**src/rtl/q_maze_pkg.sv**
```systemverilog
// q_maze_pkg: shared maze geometry, sequencer FSM encoding and grid adjacency check
package q_maze_pkg;
    localparam int STATE_W    = 6;
    localparam int NUM_STATES = 37;
    localparam int COLS       = 6;

    typedef logic [STATE_W-1:0] state_t;

    typedef enum logic [2:0] {
        S_IDLE, S_LOAD, S_WAIT_CMD, S_MOVING, S_COMPLETE, S_ARRIVED, S_FAULT
    } seq_state_e;

    function automatic logic is_adjacent(state_t a, state_t b);
        int ra, ca, rb, cb;
        ra = int'(a) / COLS;
        ca = int'(a) % COLS;
        rb = int'(b) / COLS;
        cb = int'(b) % COLS;
        return int'(a) < NUM_STATES && int'(b) < NUM_STATES &&
               ((ra == rb && (ca - cb == 1 || cb - ca == 1)) ||
                (ca == cb && (ra - rb == 1 || rb - ra == 1)));
    endfunction
endpackage

```
**src/rtl/q_move_sequencer_timer.sv**
```systemverilog
// move_timer: loadable down-counter timing one physical move of MOVE_CYCLES cycles
module move_timer #(
    parameter int MOVE_CYCLES = 1000
) (
    input  logic clk,
    input  logic rst,
    input  logic load_i,
    input  logic clear_i,
    output logic busy_o,
    output logic expire_o
);
    localparam int CW = MOVE_CYCLES > 1 ? $clog2(MOVE_CYCLES) : 1;

    logic [CW-1:0] cnt_q;
    logic          act_q;

    assign busy_o   = act_q;
    assign expire_o = act_q && cnt_q == '0;

    always_ff @(posedge clk or negedge rst)
        if (!rst) begin
            act_q <= 1'b0;
            cnt_q <= '0;
        end else if (clear_i) begin
            act_q <= 1'b0;
            cnt_q <= '0;
        end else if (load_i) begin
            act_q <= 1'b1;
            cnt_q <= CW'(MOVE_CYCLES - 1);
        end else if (expire_o) begin
            act_q <= 1'b0;
        end else if (act_q) begin
            cnt_q <= cnt_q - 1'b1;
        end
endmodule

```
**src/rtl/q_move_sequencer.sv**
```systemverilog
// q_move_sequencer: validates, times and logs maze moves commanded by the exploit stage
module q_move_sequencer
    import q_maze_pkg::*;
#(
    parameter int MOVE_CYCLES = 1000,
    parameter int MAX_STEPS   = 64
) (
    input  logic               clk,
    input  logic               rst,
    input  logic               done,
    input  logic [STATE_W-1:0] start_state,
    input  logic [STATE_W-1:0] target_state,
    input  logic [STATE_W-1:0] next_state,
    input  logic               timer_start,
    output logic [STATE_W-1:0] maze_state,
    output logic               move_complete,
    output logic               at_target,
    output logic               fault,
    output logic [STATE_W:0]   step_count,
    input  logic [STATE_W-1:0] path_rd_addr,
    output logic [STATE_W-1:0] path_rd_data
);
    localparam int LW = $clog2(MAX_STEPS + 1);
    localparam int SW = STATE_W + 1;

    seq_state_e         state_q, state_d;
    logic [STATE_W-1:0] maze_q, maze_d, pend_q, pend_d, rd_q, log_val;
    logic [SW-1:0]      step_q, step_d;
    logic               mc_q, mc_d, at_q, at_d, flt_q, flt_d;
    logic               log_we, timer_busy, timer_expire, accept, legal;
    logic [LW-1:0]      log_idx;
    // One extra entry so the move that reaches the step limit is still logged
    logic [STATE_W-1:0] log_q [MAX_STEPS+1];

    assign accept = state_q == S_WAIT_CMD && timer_start && done && !timer_busy;
    assign legal  = int'(next_state) < NUM_STATES && is_adjacent(maze_q, next_state) &&
                    step_q < SW'(MAX_STEPS);

    move_timer #(.MOVE_CYCLES(MOVE_CYCLES)) u_timer (
        .clk      (clk),
        .rst      (rst),
        .load_i   (accept && legal),
        .clear_i  (!done),
        .busy_o   (timer_busy),
        .expire_o (timer_expire)
    );

    always_comb begin
        state_d = state_q;
        maze_d  = maze_q;
        step_d  = step_q;
        pend_d  = pend_q;
        mc_d    = 1'b0;
        at_d    = at_q;
        flt_d   = flt_q;
        log_we  = 1'b0;
        log_idx = '0;
        log_val = start_state;
        if (state_q != S_IDLE && !done) begin
            state_d = S_IDLE;
            at_d    = 1'b0;
            flt_d   = 1'b0;
        end else begin
            case (state_q)
                S_IDLE: state_d = done ? S_LOAD : S_IDLE;
                S_LOAD: begin
                    maze_d  = start_state;
                    step_d  = '0;
                    log_we  = 1'b1;
                    at_d    = start_state == target_state;
                    state_d = at_d ? S_ARRIVED : S_WAIT_CMD;
                end
                S_WAIT_CMD: if (accept) begin
                    pend_d  = next_state;
                    flt_d   = !legal;
                    state_d = legal ? S_MOVING : S_FAULT;
                end
                S_MOVING: if (timer_expire) begin
                    maze_d  = pend_q;
                    step_d  = step_q + 1'b1;
                    mc_d    = 1'b1;
                    log_we  = 1'b1;
                    log_idx = LW'(step_q + 1'b1);
                    log_val = pend_q;
                    at_d    = pend_q == target_state;
                    state_d = S_COMPLETE;
                end
                S_COMPLETE: state_d = at_q ? S_ARRIVED : S_WAIT_CMD;
                default: state_d = state_q;
            endcase
        end
    end

    always_ff @(posedge clk or negedge rst)
        if (!rst) begin
            state_q <= S_IDLE;
            maze_q  <= '0;
            pend_q  <= '0;
            step_q  <= '0;
            mc_q    <= 1'b0;
            at_q    <= 1'b0;
            flt_q   <= 1'b0;
            rd_q    <= '0;
        end else begin
            state_q <= state_d;
            maze_q  <= maze_d;
            pend_q  <= pend_d;
            step_q  <= step_d;
            mc_q    <= mc_d;
            at_q    <= at_d;
            flt_q   <= flt_d;
            rd_q    <= ({1'b0, path_rd_addr} <= SW'(MAX_STEPS)) ? log_q[LW'(path_rd_addr)] : '0;
        end

    always_ff @(posedge clk)
        if (log_we) log_q[log_idx] <= log_val;

    assign maze_state    = maze_q;
    assign move_complete = mc_q;
    assign at_target     = at_q;
    assign fault         = flt_q;
    assign step_count    = step_q;
    assign path_rd_data  = rd_q;
endmodule

```
**config.mk**
```make
export PLATFORM = sky130hd
export DESIGN_NAME = q_move_sequencer
export DESIGN_NICKNAME = d
export VERILOG_FILES = /design/src/rtl/q_maze_pkg.sv /design/src/rtl/q_move_sequencer_timer.sv /design/src/rtl/q_move_sequencer.sv
export SDC_FILE = /design/constraint.sdc
export NUM_CORES = 1
export LEC_CHECK = 0
export BUFFER_PORTS_ARGS = -buffer_cell sky130_fd_sc_hd__buf_2
export CELL_PAD_IN_SITES_DETAIL_PLACEMENT = 1
export CELL_PAD_IN_SITES_GLOBAL_PLACEMENT = 2
export CORE_UTILIZATION = 40
export CTS_BUF_LIST = sky130_fd_sc_hd__clkbuf_4
export CTS_CLUSTER_SIZE = 16
export DETAILED_ROUTE_END_ITERATION = 6
export PLACE_DENSITY = 0.82
export SYNTH_ARGS = -nofsm -noshare
export SYNTH_HDL_FRONTEND = slang
export SYNTH_SLANG_ARGS = --single-unit
```
**constraint.sdc**
```tcl
create_clock -name clk -period 8.4 [get_ports clk]
set_input_delay 2.52 -clock clk [delete_from_list [all_inputs] [get_ports clk]]
set_output_delay 2.52 -clock clk [all_outputs]
set_load 0.05 [all_outputs]
```
=== Yosys cells after proc, flatten, opt, wreduce, memory -nomap -nowiden ===
Memories as Yosys holds them, arrays and structs flattened. A register that Yosys moved wholly into a read port is not among the register bits.
Cells that the tools add are included.

* Register bits: 36
* Memories kept: 1
* Memory bits (writable): 390
* Bits in latches: 0
* Output and inout port bits: 22
* Logic and storage cells: 113
* Bits in read-only memories: 0
* Input bits: 28

* Equal/unequal tests: 18
* Shift-type cells: 0
* Bitwise operators: 1
* $mul: 0
* Order comparisons: 3
* Divide/modulo/power cells: 4
* Reductions and logical operators: 33
* Add/sub/neg operators: 6
* Multiplexer cells: 38

{| class="wikitable"
|+ Memories
! memory !! depth !! width !! rd ports !! clocked after memory_dff !! write ports !! RTL line !! text
|-
| log_q || 65 || 6 || 1 || 1 || 1 || q_move_sequencer.sv:33 || <nowiki>logic [STATE_W-1:0] log_q [MAX_STEPS+1];</nowiki>
|}

{| class="wikitable"
|+ Operator list
! operator !! number
|-
| equality test 32 x 2 -> 1 bit, second input constant || 4
|-
| subtractor 32 bit || 4
|-
| divider 7 x 4 -> 32 bit, second input constant || 2
|-
| equality test 32 bit || 2
|-
| modulo 7 x 4 -> 32 bit, second input constant || 2
|-
| two-way mux 10 bit || 4
|-
| two-way mux 7 bit || 4
|-
| two-way mux 6 bit || 4
|-
| two-way mux 3 bit || 6
|-
| two-way mux 1 bit || 15
|-
| one-hot mux 3 bit (5 select lines) || 1
|-
| one-hot mux 7 bit (2 select lines) || 1
|-
| equality test 6 bit || 2
|-
| logical AND 1 bit || 12
|-
| < comparator 6 bit, second input constant || 2
|-
| one-hot mux 6 bit (2 select lines) || 1
|-
| zero test 10 bit || 1
|-
| subtractor 10 x 1 -> 10 bit, second input constant || 1
|-
| AND reduction 3 bit || 3
|-
| adder 7 x 1 -> 7 bit, second input constant || 1
|-
| < comparator 7 bit, second input constant || 1
|-
| equality test 3 x 2 -> 1 bit, second input constant || 2
|-
| != test 3 x 1 -> 1 bit, second input constant || 2
|-
| != test 3 x 2 -> 1 bit, second input constant || 2
|-
| 13 further kinds || 24
|}

=== Depth between registers and ports, before layout ===
Gate-level depths: netlist of run 1.

* Depth after elaboration: 13
* Mapped depth: 30
* Gate-level depth less buffers: 24

=== Modules after synthesis ===
From an unflattened synthesis of run 1, not the netlist that was laid out.

* Cells, all modules: 1665
* Area total of the unflattened synthesis: 22327.7 um2

{| class="wikitable"
|+ By module, submodules not included
! module !! instances !! seq. area each (um2) !! area an instance (um2) !! cells an instance
|-
| q_move_sequencer || 1 || 12306.8 || 21608.2 || 1588
|-
| move_timer || 1 || 275.3 || 719.4 || 77
|}

=== Worst setup path after synthesis of run 1 ===
No wires, ideal clock.

* Path type: in2reg
* From: input next_state[4]
* To: register u_timer.cnt_q[3]
* Stages on the path: 27
* Library setup time: 0.118 ns
* Path slack: 0.269 ns
* Buffers on the path: 4
* Required time: 8.282 ns
* Data arrival time: 8.014 ns
* Path through: clkbuf_1 clkbuf_1 ha_1 clkbuf_1 nand2b_1 o22ai_1 nand2_1 o21ai_0 a221o_1 nand2_1 nand2_1 nor2_1 xnor2_1 inv_1 fa_1 xor2_1 a2111o_1 a2111oi_2 nand4_1 or4_1 nor4b_2 nand4_1 nor4_1 a2111oi_2 nor3_2 buf_4 nor2_1

* Longest elaborated chain between the ends: 12
* Elaborated cells between the ends (all ways): 28
* Classes of those cells: 4 x add/sub; 2 x div; 1 x order compare; 8 x eq/ne; 2 x mux; 11 x reduce/logical

{| class="wikitable"
|+ RTL lines
! item !! RTL line !! text
|-
| start: declaration || q_move_sequencer.sv:13 || <nowiki>input logic [STATE_W-1:0] next_state,</nowiki>
|-
| modulo 7 x 4 -> 32 bit / divider 7 x 4 -> 32 bit (equally long branches) || q_maze_pkg.sv:18, q_maze_pkg.sv:17 ||
|-
| subtractor 32 bit, on equally long branches || q_maze_pkg.sv:20, q_maze_pkg.sv:21 ||
|-
| equality test 32 x 2 -> 1 bit, on equally long branches || q_maze_pkg.sv:20, q_maze_pkg.sv:21 ||
|-
| logical OR 1 bit, on equally long branches || q_maze_pkg.sv:20, q_maze_pkg.sv:21 ||
|-
| logical AND 1 bit, on equally long branches || q_maze_pkg.sv:20, q_maze_pkg.sv:21 ||
|-
| logical OR 1 bit || q_maze_pkg.sv:20 || <nowiki>((ra == rb && (ca - cb == 1 || cb - ca == 1)) ||</nowiki>
|-
| logical AND 1 bit || q_maze_pkg.sv:19 || <nowiki>return int'(a) < NUM_STATES && int'(b) < NUM_STATES &&</nowiki>
|-
| logical AND 1 bit * (2 in a row) || q_move_sequencer.sv:36 || <nowiki>assign legal = int'(next_state) < NUM_STATES && is_adjacent(maze_q, next_state) &&</nowiki>
|-
| logical AND 1 bit * || q_move_sequencer.sv:42 || <nowiki>.load_i (accept && legal),</nowiki>
|-
| != test 3 x 1 -> 1 bit (no source line), or another cell as far along || n/a ||
|-
| AND reduction 2 bit (no source line) / two-way mux 10 bit (equally long branches) || n/a ||
|-
| end signal: assignment || q_move_sequencer_timer.sv:29 || <nowiki>cnt_q <= CW'(MOVE_CYCLES - 1);</nowiki>
|-
| end signal: assignment || q_move_sequencer_timer.sv:33 || <nowiki>cnt_q <= cnt_q - 1'b1;</nowiki>
|-
| end: declaration || q_move_sequencer_timer.sv:14 || <nowiki>logic [CW-1:0] cnt_q;</nowiki>
|}

Every way passes the cells marked *; elsewhere a longest branch is shown, timed or not.
A chain may end at the register's enable or synchronous reset.

=== Worst setup path after layout of run 1 ===
Same ends and word-level chain as after synthesis.

==> flow_summary_export.csv, run 1 <==
group,metric,value,unit
outcome,status,"finished clean",
place,gp_congestion,0.948,
synthesis,synth_top_area_share,51.0,%
sta,rsz0062_at_grt,"false",
die,die_width,240,um
synthesis,ys_top_cells_by_area,"edfxtp_1 (51%), mux4_2 (13%), dfrtp_1 (4.6%)",
power_and_ir_drop,p_leak,9.11,nW
clocking,cts_resized,0,
detailed_routing,postRouteAntennaNets,0,
clocking,cts_made_buffers,98,
finish,layout.nets,1991,
power_and_ir_drop,switchingPower,3.54,mW
synthesis,yosysTopAreaCell,"edfxtp_1",
finish,syn_to_final_growth,11.4,%
detailed_routing,wl_per_cell,24.4,um
sta,tns,0,ns
setup_path,cp-end-kind,"flop",
die,ios,50,
global_route,antenna_found_initial,2,
clocking,clock_sinks,426,
sta,fmax,129,MHz
finish,num-fill-cells,5846,
synthesis,synth-edff-count,384,
setup_path,crit_arrival,8.36,ns
power_and_ir_drop,power_density,324,nW/um2
clocking,holdBufCountCts,0,
synthesis,yosys.area_share.adder,4.73,%
synthesis,ys_seq_area_share,55.6,%
sta,worst_slew_pin_slew,0.943,ns
synthesis,ys.flop_type,"edfxtp_1",
global_route,gr-total-overflow,0,
clocking,max-clock-path-buffers,3,
sta,min_period,7.73,ns
synthesis,synthMuxAreaShare,13.4,%
finish,drive_above_1_share,21.9,%
power_and_ir_drop,p_clk_share,19.1,%
setup_path,rrSetupSlack,1.29,ns
die,core-area,55500,um2
clocking,insertion_delay,0.79,ns
worst_hold_path,hp-class,"flop to flop",
sta,finalSetupViolCount,0,
global_route,grt_pass1_vias,16171,
detailed_routing,dr_total_vias,15770,
detailed_routing,first_pass_iters,6,
sta,maxSlewHeadroom,37.2,%
synthesis,yosys_register_bits,426,
synthesis,synth_commonest_cells,"edfxtp_1 (384), nor2_1 (148), mux4_2 (126)",
sta,clock_skew,0.0518,ns
place,dp_hpwl,47.3,mm
worst_hold_path,holdPathEnd,"pend_q[4]",
clocking,postCtsSetupBuffers,0,
power_and_ir_drop,switching_share,43.4,%
synthesis,synth_top_family_by_area,"multiplexers",
synthesis,synth_simple_gate_area_share,10.3,%
synthesis,netlist_area,22600,um2
die,start_util,40.8,%
synthesis,synth.most_common_cell,"edfxtp_1",
synthesis,synthXorXnorAreaFrac,2.32,%
detailed_routing,routed_wirelength,65.9,mm
worst_hold_path,hold_path_depth,2,
power_and_ir_drop,power.share.combinational,51.0,%
sta,drv_slew,0,
synthesis,synthDistinctLibCells,85,
sta,post-route-period-util,92.0,%
power_and_ir_drop,p_int,4.62,mW
setup_path,critPathRequiredTime,9.03,ns
setup_path,rr_endpoint,"state_q[2]",
die,fp.dieH,240,um
global_route,grtUsageTotal,23.3,%
synthesis,yosys_warnings,0,
synthesis,synth_compound_area_share,10.4,%
sta,hold_viol,0,
finish,final_core_util,45.4,%
detailed_routing,vias_per_cell,5.83,
setup_path,cp_max_fo,11,
detailed_routing,drc,0,
worst_hold_path,worstHoldStart,"pend_q[4]",
die,die_area,57500,um2
setup_path,worstReg2RegStart,"maze_state[5]",
power_and_ir_drop,seqPwrFrac,29.9,%
global_route,grt_pass1_wl,100,mm
clocking,cts_tree,"yes",
run,cap_violations,0,
synthesis,postSynthCellCount,1730,
setup_path,worst-setup-path-type,"primary input to flop",
power_and_ir_drop,ir_drop,0.162,mV
detailed_routing,drtIter0Drc,1220,
clocking,clk_pin_slew,0.06,ns
die,rows,86,
synthesis,syn_avg_cell_area,13.1,um2
clocking,htree_levels,3,
global_route,grt_start_max_net_pins,65,
place,portBuffers,49,
synthesis,synthArstFlopShare,9.86,%
setup_path,start_kind,"primary input",
clocking,cts.root.buffer_cell,"clkbuf_4",
setup_path,reg2regPathDepth,23,
## cell families after synthesis
| logic type | after synthesis |
|---|---|
| other | 2 |
| AO/OA/AOI/OAI | 366 |
| buffers and inverters | 178 |
| adder cells (fa/ha/maj) | 82 |
| XOR/XNOR | 60 |
| flip-flops | 426 |
| multiplexers | 144 |
| AND/OR/NAND/NOR | 472 |
## per-layer routing
metal	track usage, %	vias up	part of all wire (%)
li1	-	7006	-
met5	0	-	0.017
met1	31.1	8075	42
met3	3.85	94	6.3
met4	6.49	2	2.1
met2	39.0	593	49
## stage by stage
stage               instances  setup WS [ns]  hold slack, ns  cell area [um2]  power [mW]
CTS                      2705          0.801           0.585            25200        8.10
global route             2706          0.318           0.608            25200        8.61
floorplan                1764          0.269           0.511            22800        5.22
global placement         2529         0.0493           0.533            24000        6.49
detailed placement       2529         0.0126           0.570            24000        6.53
finish                   2706          0.670           0.576            25200        8.17
## placed cells by master (no fill, tap or decap), types with 8 or more instances in the layout
| cell type | netlist | final |
|---|---|---|
| and3_1 | 10 | 10 |
| inv_1 | 82 | 82 |
| edfxtp_1 | 384 | 384 |
| mux4_2 | 126 | 126 |
| a21oi_1 | 116 | 116 |
| and4_1 | 10 | 10 |
| dfrtp_1 | 42 | 42 |
| clkinv_1 | 0 | 29 |
| o21bai_1 | 14 | 14 |
| ha_1 | 76 | 76 |
| o21ai_0 | 76 | 76 |
| or3_1 | 9 | 9 |
| a211oi_1 | 11 | 11 |
| o21a_1 | 12 | 12 |
| buf_2 | 18 | 47 |
| conb_1 | 2 | 36 |
| mux2i_1 | 10 | 10 |
| a21o_1 | 31 | 31 |
| and2_1 | 13 | 13 |
| o31ai_1 | 9 | 9 |
| nand2_1 | 116 | 110 |
| xnor2_1 | 43 | 43 |
| nand4_1 | 36 | 36 |
| clkinv_2 | 1 | 8 |
| xor2_1 | 17 | 17 |
| nor4_1 | 13 | 13 |
| clkbuf_4 | 0 | 135 |
| mux2_2 | 8 | 8 |
| nand3_1 | 34 | 34 |
| nor2_1 | 148 | 148 |
| nor3_1 | 26 | 26 |
| nand2b_1 | 10 | 10 |
| buf_4 | 7 | 64 |
| a31oi_1 | 17 | 17 |
| nor2b_1 | 10 | 10 |
## worst max-delay path by stage
stage	slack (ns)	startpoint	endpoint	cells after the start
after global placement	0.05	next_state[4]	u_timer.cnt_q[4]	27
after CTS	0.80	next_state[4]	u_timer.cnt_q[3]	27
after detailed placement	0.01	next_state[4]	u_timer.cnt_q[3]	27
after global routing	0.32	next_state[4]	u_timer.cnt_q[3]	27
after floorplan	0.27	next_state[4]	u_timer.cnt_q[3]	27
final	0.67	next_state[4]	u_timer.cnt_q[3]	27
## power groups by stage
| stage | clock, mW | sequential (mW) | combinational, mW |
|---|---|---|---|
| final | 1.56 | 2.44 | 4.17 |
| after floorplan | 0 | 2.50 | 2.72 |
| after global placement | 0 | 2.49 | 4.00 |
| after CTS | 1.59 | 2.44 | 4.06 |
| after global routing | 1.67 | 2.45 | 4.48 |
| after detailed placement | 0 | 2.49 | 4.04 |
## worst max-delay path, cell delays in order
cell and delay [ns]:
buf_2 0.16, ha_1 0.30, nand2b_1 0.20, o21ai_0 0.26, nor2_1 0.07, a221o_1 0.29
inv_1 0.08, nand2_1 0.07, nor2_1 0.28, nor3_1 0.09, buf_4 0.17, xor2_1 0.17
ha_1 0.50, inv_1 0.16, a21oi_1 0.30, a21oi_1 0.15, a2111oi_0 0.71, buf_4 0.24
o21bai_1 0.08, a21oi_1 0.22, a2bb2oi_1 0.20, buf_4 0.14, nor4b_1 0.26, a221oi_1 0.25
nor3_2 0.20, buf_4 0.22, nor2_1 0.07
## layout make-up
| cell class | count | area [um2] | area share (%) |
|---|---|---|---|
| antenna | 1 | 2.50 | 0.00992 |
| clock buffer | 135 | 1010 | 4.02 |
| clock inverter | 41 | 183 | 0.724 |
| inverter | 83 | 313 | 1.24 |
| multi-input combinational | 1160 | 9460 | 37.5 |
| sequential | 426 | 12600 | 49.9 |
| tap | 748 | 936 | 3.71 |
| timing repair buffer | 112 | 727 | 2.88 |
## sequential cells by signal (all words and copies together), names as in the netlist
register        count
at_target           1
fault               1
move_complete       1
path_rd_data        6
state_q             3
u_timer.cnt_q      10
u_timer.busy_o      1
maze_state          6
step_count          7
log_q             384
pend_q              6
Note: power is estimated with default switching activity, not from simulation.
==> run 2: changes to the inputs <==
CORE_ASPECT_RATIO = 0.9   (was not set)
==> run 2 against run 1 <==
Register-to-register slack lost 0.28 ns. Global-route usage grew 0.089 points. First-iteration DRC count grew 0.82%. Clock skew grew 0.019 ns. Worst setup slack lost 0.092 ns.
==> flow_summary_export.csv, run 2 (synthesis results as in run 1) <==
group,metric,value,unit
sta,drv_slew,0,
power_and_ir_drop,p_clk_share,20.8,%
finish,num-fill-cells,5873,
die,fp.dieH,228,um
finish,largest_register,"log_q",
detailed_routing,routed_wirelength,66.4,mm
die,start_util,40.5,%
global_route,grtUsageTotal,23.3,%
worst_hold_path,hp-class,"flop to flop",
setup_path,critPathRequiredTime,9.09,ns
detailed_routing,drc,0,
clocking,max-clock-path-buffers,3,
sta,fmax,128,MHz
clocking,cts_made_buffers,102,
die,die_area,57500,um2
detailed_routing,dr_total_vias,15745,
global_route,grt_pass1_vias,16047,
run,cap_violations,0,
power_and_ir_drop,switching_share,43.1,%
power_and_ir_drop,power_density,331,nW/um2
setup_path,cp-end-kind,"flop",
power_and_ir_drop,power,8.40,mW
sta,post-route-period-util,93.1,%
sta,maxSlewHeadroom,13.4,%
place,gp_congestion,0.946,
detailed_routing,vias_per_cell,5.77,
setup_path,cp_max_fo,11,
sta,min_period,7.82,ns
setup_path,rrSetupSlack,1.01,ns
place,dpl-instance-area,24000,um2
finish,largest_reg_flops,384,
clocking,insertion_delay,0.87,ns
finish,drive_above_1_share,22.7,%
setup_path,crit_path_top_delay_cell,"nor3_1",
sta,clock_skew,0.0709,ns
setup_path,crit_path_max_incr_delay,0.58,ns
detailed_routing,drtIter0Drc,1230,
finish,seq_area,12600,um2
setup_path,start_kind,"primary input",
power_and_ir_drop,power.share.combinational,50.2,%
finish,layout_commonest_cell,"edfxtp_1",
clocking,cts_tree,"yes",
global_route,grt_pass1_wl,101,mm
setup_path,worst-setup-path-type,"primary input to flop",
finish,multi_input_area,9470,um2
place,portBuffers,49,
place,dp_hpwl,47.3,mm
sta,worst_slew_pin_slew,1.29,ns
detailed_routing,first_pass_iters,5,
die,die_width,253,um
finish,layout.nets,1993,
outcome,status,"finished clean",
power_and_ir_drop,p_int,4.78,mW
finish,syn_to_final_growth,12.3,%
finish,final_core_util,45.5,%
clocking,htree_levels,3,
sta,hold_ws,0.584,ns
detailed_routing,wl_per_cell,24.3,um
clocking,clk_pin_slew,0.05,ns
finish,layout_common_cells,"edfxtp_1 (384), clkbuf_4 (153), nor2_1 (148), mux4_2 (126), a21oi_1 (116)",
power_and_ir_drop,seqPwrFrac,29.1,%
die,core-area,55800,um2
sta,finalSetupViolCount,0,
die,ios,50,
global_route,grt_start_max_net_pins,65,
power_and_ir_drop,p_leak,9.21,nW
power_and_ir_drop,ir_drop,0.167,mV
clocking,clock_sinks,426,
clocking,cts.root.buffer_cell,"clkbuf_4",
detailed_routing,postRouteAntennaNets,0,
die,rows,82,
global_route,gr-total-overflow,0,
sta,rsz0062_at_grt,"false",
power_and_ir_drop,switchingPower,3.62,mW
sta,hold_viol,0,
finish,stdcell_area,25400,um2
global_route,antenna_found_initial,2,
setup_path,crit_arrival,8.51,ns
-- run 2: worst max-delay path, delay by kind of cell --
kind	cells	cell delay [ns]
compound gates	10	2.43
simple gates	6	1.45
fa+ha+maj	3	1.04
buf+inv	5	0.86
xor+xnor	1	0.19
-- run 2: layout make-up --
class | instances | area share, %
clock buffer | 153 | 4.52
antenna | 7 | 0.0690
multi-input combinational | 1160 | 37.3
sequential | 426 | 49.5
timing repair buffer | 110 | 2.80
inverter | 83 | 1.23
clock inverter | 35 | 0.842
tap | 756 | 3.72
-- run 2: metrics by stage --
step | setup TNS [ns] | cells | worst slack (ns)
3_3_place_gp | -3.58 | 2535 | -0.305
3_5_place_dp | -4.89 | 2535 | -0.388
2_1_floorplan | 0 | 1764 | 0.269
5_1_grt | 0 | 2728 | 0.192
6_report | 0 | 2730 | 0.578
4_1_cts | 0 | 2723 | 0.457
-- run 2: what timing repair did --
action / in CTS / in global routing
hold buffers: 0 / 0
resized for setup: 0 / 2
setup endpoints to repair: 0 / 11
setup buffers: 0 / 0
-- run 2: path summary, 6_finish.rpt --
| check | startpoint | cells past startpoint | endpoint |
|---|---|---|---|
| max reg2reg | maze_state[5] | 25 | u_timer.busy_o |
| max in group asynchronous | rst | 2 | pend_q[1] |
| min | u_timer.cnt_q[3] | 3 | u_timer.cnt_q[3] |
| min reg2reg | u_timer.cnt_q[3] | 3 | u_timer.cnt_q[3] |
| min in group asynchronous | rst | 2 | path_rd_data[0] |
| max | next_state[5] | 25 | u_timer.cnt_q[3] |
-- run 2: routing by layer --
layer	part of all wire [%]	vias to the layer above	wire, um	global-route usage [%]
li1	-	7020	-	-
met1	45	8123	30100	32.9
met2	47	511	31100	37.3
met3	5.7	91	3780	3.61
met4	2.2	0	1430	7.19
met5	0	-	0	0
-- run 2: power groups by stage --
stage / Sequential [mW] / Combinational, mW / Clock, mW
2_1_floorplan: 2.50 / 2.72 / 0
3_3_place_gp: 2.49 / 4.02 / 0
3_5_place_dp: 2.49 / 4.07 / 0
4_1_cts: 2.44 / 4.09 / 1.79
5_1_grt: 2.45 / 4.53 / 1.88
6_report: 2.44 / 4.22 / 1.75
